[config.mk]
export PLATFORM = sky130hd
export DESIGN_NAME = key_event
export DESIGN_NICKNAME = d
export VERILOG_FILES = /design/src/rtl/key_event.sv
export SDC_FILE = /design/constraint.sdc
export NUM_CORES = 1
export LEC_CHECK = 0
export CAP_MARGIN = 20
export CORE_MARGIN = 5
export CORE_UTILIZATION = 60
export CTS_BUF_LIST = sky130_fd_sc_hd__clkbuf_4
export CTS_CLUSTER_DIAMETER = 200
export DETAILED_ROUTE_END_ITERATION = 10
export PLACE_DENSITY = 0.81
export RECOVER_POWER = 25
export SLEW_MARGIN = 20
export SYNTH_ARGS = -nofsm -noshare
export SYNTH_HDL_FRONTEND = slang
export SYNTH_SLANG_ARGS = --single-unit
[constraint.sdc]
create_clock -name clk -period 2.7 [get_ports clk]
set_input_delay 0.81 -clock clk [delete_from_list [all_inputs] [get_ports clk]]
set_output_delay 0.81 -clock clk [all_outputs]
set_load 0.1 [all_outputs]
[src/rtl/key_event.sv]
// key_event: turns a debounced key level into press/release/long-press/auto-repeat strobes.
module key_event #(
    parameter int LONG_CYC = 50_000_000,
    parameter int REP_CYC  = 10_000_000,
    parameter bit REP_EN   = 1'b1,
    parameter int CW       = 26
) (
    input  logic clk,
    input  logic rst_n,
    input  logic I,
    output logic press,
    output logic key_release,
    output logic long_press,
    output logic key_repeat,
    output logic held
);
    typedef enum logic [1:0] {IDLE, DOWN, RPT} state_t;
    state_t        state;
    logic          i_q;
    logic [CW-1:0] cnt;
    always_ff @(posedge clk) begin
        if (!rst_n) begin
            state       <= IDLE;
            cnt         <= '0;
            i_q         <= 1'b1;
            press       <= 1'b0;
            key_release <= 1'b0;
            long_press  <= 1'b0;
            key_repeat  <= 1'b0;
            held        <= 1'b0;
        end else begin
            i_q         <= I;
            press       <= 1'b0;
            key_release <= 1'b0;
            long_press  <= 1'b0;
            key_repeat  <= 1'b0;
            case (state)
                IDLE: if (I && !i_q) begin
                    state <= DOWN;
                    press <= 1'b1;
                    held  <= 1'b1;
                    cnt   <= CW'(1);
                end
                DOWN, RPT: if (!I) begin
                    // release wins over a long-press/repeat due on the same edge
                    state       <= IDLE;
                    key_release <= 1'b1;
                    held        <= 1'b0;
                    cnt         <= '0;
                end else if (state == DOWN && cnt == CW'(LONG_CYC)) begin
                    state      <= RPT;
                    long_press <= 1'b1;
                    cnt        <= CW'(1);
                end else if (state == RPT && cnt == CW'(REP_CYC)) begin
                    key_repeat <= REP_EN;
                    cnt        <= CW'(1);
                end else begin
                    cnt <= cnt + CW'(1);
                end
                default: state <= IDLE;
            endcase
        end
    end
endmodule
==> out/qor.yml <==
layout:
  final_common_cell: "dfxtp_1"
  final_cell_mix: "dfxtp_1 (34), nor3_1 (28), nand2_1 (15), xnor2_1 (14), nand3_1 (13)"
  multiInputGateArea_mm2: 0.00112
  drive_above_1_share_pct: 12.2
  seqCellArea_um2: 681
  fill_cells: 265
  syn2layout_area_growth_pct: 7.91
  n_antenna_cell: 0
  final_nets: 239
  final_cells: 274
clocking:
  cts-htree-levels: 2
  ctsResizeCount: 0
  clkTransAtPathRegs_ns: 0.11
  cts_buffer_depth: 2
  clock_sinks: 34
  insertion_delay_ns: 0.34
  cts_tree: "done"
  clockRootBuffer: "clkbuf_4"
  numCtsBuffers: 5
  post-cts-setup-buffers: 0
  ctsHoldBuffers: 0
synth:
  ys_async_sr_fraction_pct: 0
  synth_cells: 215
  synth_nets: 225
  synth-edff-count: 0
  synth_seq_cells: 34
  yosysWarnings: 0
  avgSynthCellArea_um2: 8.83
  ys.flop_type: "dfxtp_1"
  seq_area_frac_synth_pct: 35.9
  synthDistinctLibCells: 53
  synth_area_mm2: 0.00190
power_and_ir_drop:
  p_per_area_mw_per_mm2: 510
  leakage_nw: 0.653
  irDropWorstVdd_mv: 0.388
die:
  initial_core_util_pct: 62.2
  num_rows: 20
  ios: 8
  die_width_um: 66.2
  core_area_mm2: 0.00305
  die_h_um: 66.2
  dieArea_mm2: 0.00439
global_routing:
  grt_pass1_vias: 1621
  grt_pass1_wl_um: 7490
  grt_usage_pct: 22.3
  overflow: 0
  grt_max_degree: 29
  antenna_found_initial: 0
placement:
  portBuffers: 7
  hpwl_um: 3250
  place.gp.congestion: 0.872
  dp.cells: 266
  preCtsSetupSlack_ns: 0.0579
run_status:
  status: "completed"
job:
  maxCapViolCount: 0
detailed_routing:
  first_pass_iters: 4
  vias: 1685
  post_drt_via_cell_ratio: 6.15
  wl_per_cell_um: 15.9
  ant_nets: 0
  wl_um: 4370
  drc: 0
  drtIter0Drc: 188
setup_path:
  critPathArrivalTime_ns: 2.71
  critical_path.cell_chain: "clkdlybuf4s50_1, clkbuf_1, nand2_1, or4_2, a311oi_1"
  cp.required_ns: 2.96
  critPathMaxStageDelay_ns: 0.67
  cp_num_buf_inv: 2
  cpLargestDelayFamily: "buffers and inverters"
  cpMaxStageDelayCell: "or4_2"
  cp_max_fo: 8
  worstSetupPathType: "input port to register"
  cp-start-kind: "input port"
  cp-end-kind: "register"
sta:
  finalSetupViolations: 0
  rsz0062_at_grt: "no"
  clock_skew_ns: 0.0114
  slew_headroom_pct: 20.4
  tightest_slew_ns: 1.20
  period_minus_slack_ns: 2.45
  fin_crit_sh_pct: 90.9
  slew_violations: 0
  fin_ws_ns: 0.245
  hold_viol: 0
  timing.hold.ws_ns: 0.517
  final.setup.tns_ns: 0
  max_freq_ghz: 0.407
worst_hold_path:
  hold_class: "register to register"
==> registers in the layout (all words and copies together) (netlist names) <==
signal / cells
i_q: 1
key_release: 1
state: 2
press: 1
key_repeat: 1
cnt: 26
held: 1
long_press: 1
==> layout make-up <==
type / count / share of cell area, %
Sequential cell: 34 / 33.2
Clock inverter: 3 / 0.794
Inverter: 10 / 1.83
Clock buffer: 5 / 1.83
Timing Repair Buffer: 15 / 4.70
Tap cell: 44 / 2.69
Multi-Input combinational cell: 163 / 54.9
==> cells by family after synthesis <==
family	after synthesis	synth area share, %
AOI/OAI and AO/OA	21	8.83
xor gates and xnor gates	20	9.23
adders and majority gates	7	4.61
buffers and inverters	18	4.61
DFF	34	35.9
muxes	1	0.527
and+or+nand+nor	114	36.3
==> metal layers <==
| metal | GRT usage, % | vias up | routed length (um) |
|---|---|---|---|
| met4 | 10.7 | 0 | 133 |
| met1 | 27.9 | 802 | 1910 |
| met3 | 6.46 | 17 | 228 |
| met2 | 34.8 | 43 | 2100 |
| li1 | - | 823 | - |
| met5 | 0 | - | 0 |
==> power by group <==
part	internal, W	leakage, nW	switching [W]	total [W]
Sequential	0.000518	0.275	0.0000140	0.000532
Combinational	0.0000728	0.350	0.000170	0.000242
Clock	0.0000967	0.0286	0.000173	0.000270
Total	0.000687	0.653	0.000357	0.00104
==> worst min-delay path: stages, from the launching register on <==
cell	delay [ns]
dfxtp_1	0.33
o21ai_0	0.08
a21oi_1	0.06
==> synthesized netlist by cell type (2+ instances only) <==
cell       n  share of area (%)
nor2_1     6                1.2
a21oi_1    4                1.1
nor4_1    11                3.6
xnor2_1   14                6.5
buf_6      2                1.2
nor3_1    27                7.1
and3_1     4                1.3
a211oi_1   3                1.2
dfxtp_1   34                 36
nand2_1   15                3.0
inv_1      9                1.8
ha_1       7                4.6
o21ai_0    4                1.1
or4b_1     2                1.1
clkbuf_1   3               0.59
xor2_1     6                2.8
nand4b_1   2               0.92
or3_1      4                1.3
nor3b_1    2               0.79
nand4_1    8                2.6
nand3_1   13                3.4
nand2b_1   4                1.3
==> final timing paths <==
path	start	end	slack, ns	cells after the start
max	I	cnt[12]	0.25	5
min	held	held	0.52	2
max reg2reg	state[1]	state[0]	0.33	7
min reg2reg	held	held	0.52	2
==> stage by stage <==
step / power, W / util (%) / instance area, um^2
after floorplan: 0.000719 / - / 1900
final: 0.00104 / 67.1 / 2050
after CTS: 0.00105 / 68.0 / 2070
after global placement: 0.000774 / 66.2 / 2020
after detailed placement: 0.000787 / 66.2 / 2020
after global routing: 0.00110 / 67.1 / 2050
No activity file was read; power rests on OpenSTA's default activity.
